<file path="src/rtl/version_store_pkg.sv">
// Shared types and sizes for the four-slot versioned store.
package version_store_pkg;

    localparam int unsigned VER_W     = 2;
    localparam int unsigned NUM_SLOTS = 4;
    localparam int unsigned CNT_W     = 3;

    typedef enum logic [1:0] {
        EMPTY  = 2'd0,
        ACTIVE = 2'd1,
        FULL   = 2'd2,
        FLUSH  = 2'd3
    } state_e;

endpackage

</file>
<file path="src/rtl/version_store_slot.sv">
// One store slot: valid flag, fixed version tag and data word with load/update/clear.
module version_store_slot
    import version_store_pkg::*;
#(
    parameter int unsigned DATA_W   = 32,
    parameter int unsigned SLOT_IDX = 0
) (
    input  logic              clk,
    input  logic              rstN,
    input  logic              load,
    input  logic              update,
    input  logic              clear,
    input  logic [DATA_W-1:0] wr_data,
    output logic              valid,
    output logic [VER_W-1:0]  version,
    output logic [DATA_W-1:0] data
);

    logic              valid_q, valid_d;
    logic [VER_W-1:0]  version_q, version_d;
    logic [DATA_W-1:0] data_q, data_d;

    // Invalid slots present version 0 and data 0, so clear zeroes everything.
    always_comb begin
        valid_d   = valid_q;
        version_d = version_q;
        data_d    = data_q;
        if (clear) begin
            valid_d   = 1'b0;
            version_d = '0;
            data_d    = '0;
        end else if (load) begin
            valid_d   = 1'b1;
            version_d = VER_W'(SLOT_IDX);
            data_d    = wr_data;
        end else if (update) begin
            data_d    = wr_data;
        end
    end

    always_ff @(posedge clk or negedge rstN) begin
        if (!rstN) begin
            valid_q   <= 1'b0;
            version_q <= '0;
            data_q    <= '0;
        end else begin
            valid_q   <= valid_d;
            version_q <= version_d;
            data_q    <= data_d;
        end
    end

    assign valid   = valid_q;
    assign version = version_q;
    assign data    = data_q;

endmodule

</file>
<file path="src/rtl/version_store.sv">
// Four-slot versioned data store feeding priorityRouter.
// Optional VERSION_STORE_VALID_EN adds the slotValid[3:0] output.
module version_store
    import version_store_pkg::*;
#(
    parameter int unsigned DATA_W = 32
) (
    input  logic              clk,
    input  logic              rstN,
    input  logic              wrValid,
    output logic              wrReady,
    input  logic              wrUpdate,
    input  logic [DATA_W-1:0] wrData,
    input  logic              flushReq,
    output logic              flushBusy,
    output logic [VER_W-1:0]  version0,
    output logic [VER_W-1:0]  version1,
    output logic [VER_W-1:0]  version2,
    output logic [VER_W-1:0]  version3,
    output logic [DATA_W-1:0] dataOut0,
    output logic [DATA_W-1:0] dataOut1,
    output logic [DATA_W-1:0] dataOut2,
    output logic [DATA_W-1:0] dataOut3,
    output logic [VER_W-1:0]  latestVersion,
`ifdef VERSION_STORE_VALID_EN
    output logic [NUM_SLOTS-1:0] slotValid,
`endif
    output logic [CNT_W-1:0]  count
);

    state_e            state_q, state_d;
    logic [CNT_W-1:0]  count_q, count_d;
    logic [VER_W-1:0]  latest_q, latest_d;
    logic [VER_W-1:0]  walk_q, walk_d;

    logic [NUM_SLOTS-1:0] slot_load, slot_upd, slot_clr, slot_valid;
    logic [VER_W-1:0]     slot_ver  [NUM_SLOTS];
    logic [DATA_W-1:0]    slot_data [NUM_SLOTS];
    logic                 accept;

    assign wrReady = (state_q == EMPTY) || (state_q == ACTIVE) ||
                     ((state_q == FULL) && wrUpdate);
    assign accept  = wrValid && wrReady;

    always_comb begin
        state_d   = state_q;
        count_d   = count_q;
        latest_d  = latest_q;
        walk_d    = walk_q;
        slot_load = '0;
        slot_upd  = '0;
        slot_clr  = '0;
        case (state_q)
            FLUSH: begin
                slot_clr[walk_q] = 1'b1;
                if (slot_valid[walk_q]) begin
                    count_d = count_q - 1'b1;
                end
                // Slots fill contiguously, so clearing the latest one empties the store.
                if (walk_q == latest_q) begin
                    latest_d = '0;
                end
                walk_d = walk_q + 1'b1;
                if (walk_q == VER_W'(NUM_SLOTS - 1)) begin
                    state_d = EMPTY;
                    count_d = '0;
                end
            end
            default: begin
                if (accept) begin
                    if (wrUpdate && (count_q != '0)) begin
                        slot_upd[latest_q] = 1'b1;
                    end else begin
                        slot_load[count_q[VER_W-1:0]] = 1'b1;
                        count_d  = count_q + 1'b1;
                        latest_d = count_q[VER_W-1:0];
                        state_d  = (count_d == CNT_W'(NUM_SLOTS)) ? FULL : ACTIVE;
                    end
                end
                // A write accepted alongside flushReq lands first; the walk clears it.
                if (flushReq) begin
                    state_d = FLUSH;
                    walk_d  = '0;
                end
            end
        endcase
    end

    always_ff @(posedge clk or negedge rstN) begin
        if (!rstN) begin
            state_q  <= EMPTY;
            count_q  <= '0;
            latest_q <= '0;
            walk_q   <= '0;
        end else begin
            state_q  <= state_d;
            count_q  <= count_d;
            latest_q <= latest_d;
            walk_q   <= walk_d;
        end
    end

    for (genvar k = 0; k < NUM_SLOTS; k++) begin : g_slot
        version_store_slot #(
            .DATA_W   (DATA_W),
            .SLOT_IDX (k)
        ) u_slot (
            .clk     (clk),
            .rstN    (rstN),
            .load    (slot_load[k]),
            .update  (slot_upd[k]),
            .clear   (slot_clr[k]),
            .wr_data (wrData),
            .valid   (slot_valid[k]),
            .version (slot_ver[k]),
            .data    (slot_data[k])
        );
    end

    assign version0      = slot_ver[0];
    assign version1      = slot_ver[1];
    assign version2      = slot_ver[2];
    assign version3      = slot_ver[3];
    assign dataOut0      = slot_data[0];
    assign dataOut1      = slot_data[1];
    assign dataOut2      = slot_data[2];
    assign dataOut3      = slot_data[3];
    assign latestVersion = latest_q;
    assign count         = count_q;
    assign flushBusy     = (state_q == FLUSH);
`ifdef VERSION_STORE_VALID_EN
    assign slotValid     = slot_valid;
`endif

endmodule

</file>
<file path="config.mk">
export PLATFORM = sky130hd
export DESIGN_NAME = version_store
export DESIGN_NICKNAME = d
export VERILOG_FILES = /design/src/rtl/version_store_pkg.sv /design/src/rtl/version_store_slot.sv /design/src/rtl/version_store.sv
export SDC_FILE = /design/constraint.sdc
export NUM_CORES = 1
export LEC_CHECK = 0
export BUFFER_PORTS_ARGS = -buffer_cell sky130_fd_sc_hd__buf_2
export CAP_MARGIN = 30
export CORE_MARGIN = 4
export CORE_UTILIZATION = 25
export CTS_CLUSTER_SIZE = 28
export DETAILED_ROUTE_END_ITERATION = 8
export GPL_TIMING_DRIVEN = 0
export PLACE_DENSITY_LB_ADDON = 0.25
export SLEW_MARGIN = 5
export SYNTH_ARGS = -nofsm -noshare
export SYNTH_HDL_FRONTEND = slang
export SYNTH_SLANG_ARGS = --single-unit
</file>
<file path="constraint.sdc">
create_clock -name clk -period 5 [get_ports clk]
set_clock_uncertainty 0.2 [all_clocks]
set_input_delay 1 -clock clk [delete_from_list [all_inputs] [get_ports clk]]
set_output_delay 1 -clock clk [all_outputs]
set_load 0.1 [all_outputs]
</file>
==> results.cfg <==
[outcome]
outcome = finished clean

[clocking]
clk_latency_ps = 410
cts_resized = 0
root_buffer = clkbuf_16
cts_max_level = 4
cts_setup_buffers = 0
tritoncts = yes
clk_pin_slew_worst_paths_ps = 70
clockBufferDepth = 2
cts_buffers = 17
clock_sinks = 141
cts_hold_buf = 0

[synth]
async_flop_share = 1.00
ys.flop_type = dfrtp_1
synth_warnings = 0
yosysSeqAreaShare = 0.522
netlist-cell-type-count = 42
syn-cell-area_um2 = 6760
ys_ff_latch = 141
synth_cells = 642
synth-edff-count = 0
syn_avg_cell_area_um2 = 10.5

[finish]
fin_nets = 887
drive_above_1_share = 0.299
final_area_um2 = 8740
areaGrowthSynthToFinish_pct = 29.2
insertedDiodeCount = 0

[worst_setup_path]
worstSetupStartpoint = state_q[0]$_DFFE_PN0P_
crit_type = reg2out
end_kind = primary output
start_kind = flip-flop
r2r-end = g_slot[2].u_slot.data[22]$_DFFE_PN0P_
arrival_ps = 1790
reg2regPathDepth = 9
r2r_slack_ps = 2330
r2r_start = count[0]$_DFFE_PN0P_
worstPathRequired_ps = 3800
critPathCapture = flushBusy
critical_path.max_fanout = 10

[route]
met1_length_mm = 9.42
postRouteAntennaNets = 0
routed_wl_mm = 19.5
route.detailed.drc = 0
viasPerCell = 4.12
drtPass1Iterations = 4
highest_layer = met4
vias = 4892
met3_length_mm = 1.01
route.met2.wl_mm = 8.97
first_iter_violations = 185
post_drt_wl_per_cell_um = 16.5

[die]
rows = 59
core_area_um2 = 26400
die_w_um = 172
die_h_um = 172
design.die.area_um2 = 29700
io_pins = 180
start_util = 0.257

[global_route]
grtUsageTotal = 0.134
grt_antenna_before_repair = 0
overflow = 0
grt_pass1_wl_mm = 30.4
first_global_vias = 5058
grt_max_degree = 76

[timing]
min_period_ps = 2990
tightest_slew_ps = 705
max_freq_ghz = 0.334
relSlewSlack = 0.530
hold_viol = 0
setup-violations-final = 0
slew_viol_final = 0
whs_ps = 305
rsz0062_at_grt = false
tns_ps = 0
period_share = 0.599
setup_ws_ps = 2010

[placement]
pre_cts_slack_ps = 2050
dp_hpwl_mm = 13.9
io_buffer_count = 175
placed_area_um2 = 8110
routabilityCongestion = 0.710

[flow_run]
cap_violations = 0

[hold_path]
hold_class = reg2reg
how the worst min path moves through the flow:
stage	slack, ps	cells past startpoint	to	start
5_1_grt	320	1	g_slot[0].u_slot.valid$_DFFE_PN0P_	g_slot[0].u_slot.valid$_DFFE_PN0P_
6_report	300	1	g_slot[0].u_slot.valid$_DFFE_PN0P_	g_slot[0].u_slot.valid$_DFFE_PN0P_
3_5_place_dp	290	1	g_slot[0].u_slot.valid$_DFFE_PN0P_	g_slot[0].u_slot.valid$_DFFE_PN0P_
3_3_place_gp	290	1	g_slot[0].u_slot.valid$_DFFE_PN0P_	g_slot[0].u_slot.valid$_DFFE_PN0P_
4_1_cts	300	1	g_slot[0].u_slot.valid$_DFFE_PN0P_	g_slot[0].u_slot.valid$_DFFE_PN0P_
2_1_floorplan	260	1	g_slot[0].u_slot.valid$_DFFE_PN0P_	g_slot[0].u_slot.valid$_DFFE_PN0P_
worst max-delay path, cell delays in order, from the launching register on:
cell and delay, ps:
dfrtp_1 490, nand2_2 190, inv_2 100, clkbuf_8 160, buf_2 430
flip-flops by register name, indices dropped and copies added, names as in the netlist:
| name | cells |
|---|---|
| g_slot.u_slot.version | 2 |
| g_slot.u_slot.data | 128 |
| walk_q | 2 |
| count | 3 |
| state_q | 2 |
| g_slot.u_slot.valid | 2 |
| latestVersion | 2 |
cell type report:
cell class                      instances  area [um2]
Fill cell                            2737       17600
Timing Repair Buffer                  176         913
Clock buffer                           19         443
Multi-Input combinational cell        326        2330
Tap cell                              335         419
Inverter                              139         522
Clock inverter                         13         188
Buffer                                 39         388
Sequential cell                       141        3530
synth_stat cells (2+ instances only):
library cell | count | area share
a21oi_1 | 5 | 0.0037
a221o_1 | 2 | 0.0030
a221o_2 | 2 | 0.0033
a22o_2 | 6 | 0.0089
and3_2 | 4 | 0.0044
buf_12 | 6 | 0.018
buf_4 | 10 | 0.011
buf_6 | 9 | 0.015
clkbuf_1 | 12 | 0.0067
dfrtp_1 | 141 | 0.52
ha_1 | 10 | 0.019
inv_1 | 138 | 0.077
mux2i_1 | 129 | 0.19
nand2_1 | 135 | 0.075
nor2_1 | 2 | 0.0011
nor3_1 | 2 | 0.0015
o22ai_1 | 2 | 0.0019
o31ai_1 | 2 | 0.0022
xnor2_1 | 2 | 0.0026
stage by stage:
| stage | std cells | util |
|---|---|---|
| after floorplan | 645 | - |
| after global placement | 1155 | 0.306 |
| after detailed placement | 1156 | 0.308 |
| after CTS | 1188 | 0.331 |
| after global routing | 1188 | 0.331 |
| final | 1188 | 0.331 |
metal layers:
layer / GRT usage / vias up
li1: - / 2395
met1: 0.184 / 2372
met2: 0.213 / 117
met3: 0.0345 / 8
met4: 0.0304 / 0
met5: 0 / -
layout by cell type (no fill, tap or decap), types with 3 or more instances in the layout:
master / instances
buf_6: 9
nand2_1: 135
buf_4: 10
bufinv_16: 4
conb_1: 4
a22o_2: 6
ha_1: 10
buf_2: 174
inv_1: 138
clkbuf_1: 13
a21oi_1: 5
mux2i_1: 129
clkinvlp_4: 3
buf_12: 6
dfrtp_1: 141
clkbuf_16: 17
inv_6: 3
and3_2: 4
kinds of logic (layout without fill, tap and decap cells):
family,Yosys count,after routing,synth area share
AOI/OAI and AO/OA,28,28,0.0342
xor gates and xnor gates,2,2,0.00259
adders and majority gates,10,10,0.0185
buffers and inverters,178,386,0.135
DFF,141,141,0.522
muxes,131,131,0.197
other,1,4,0.000555
and+or+nand+nor,151,151,0.0912
Power is left out: the tool's default activity adds up to more than one toggle a clock period on the data nets, which glitch-free logic cannot reach.
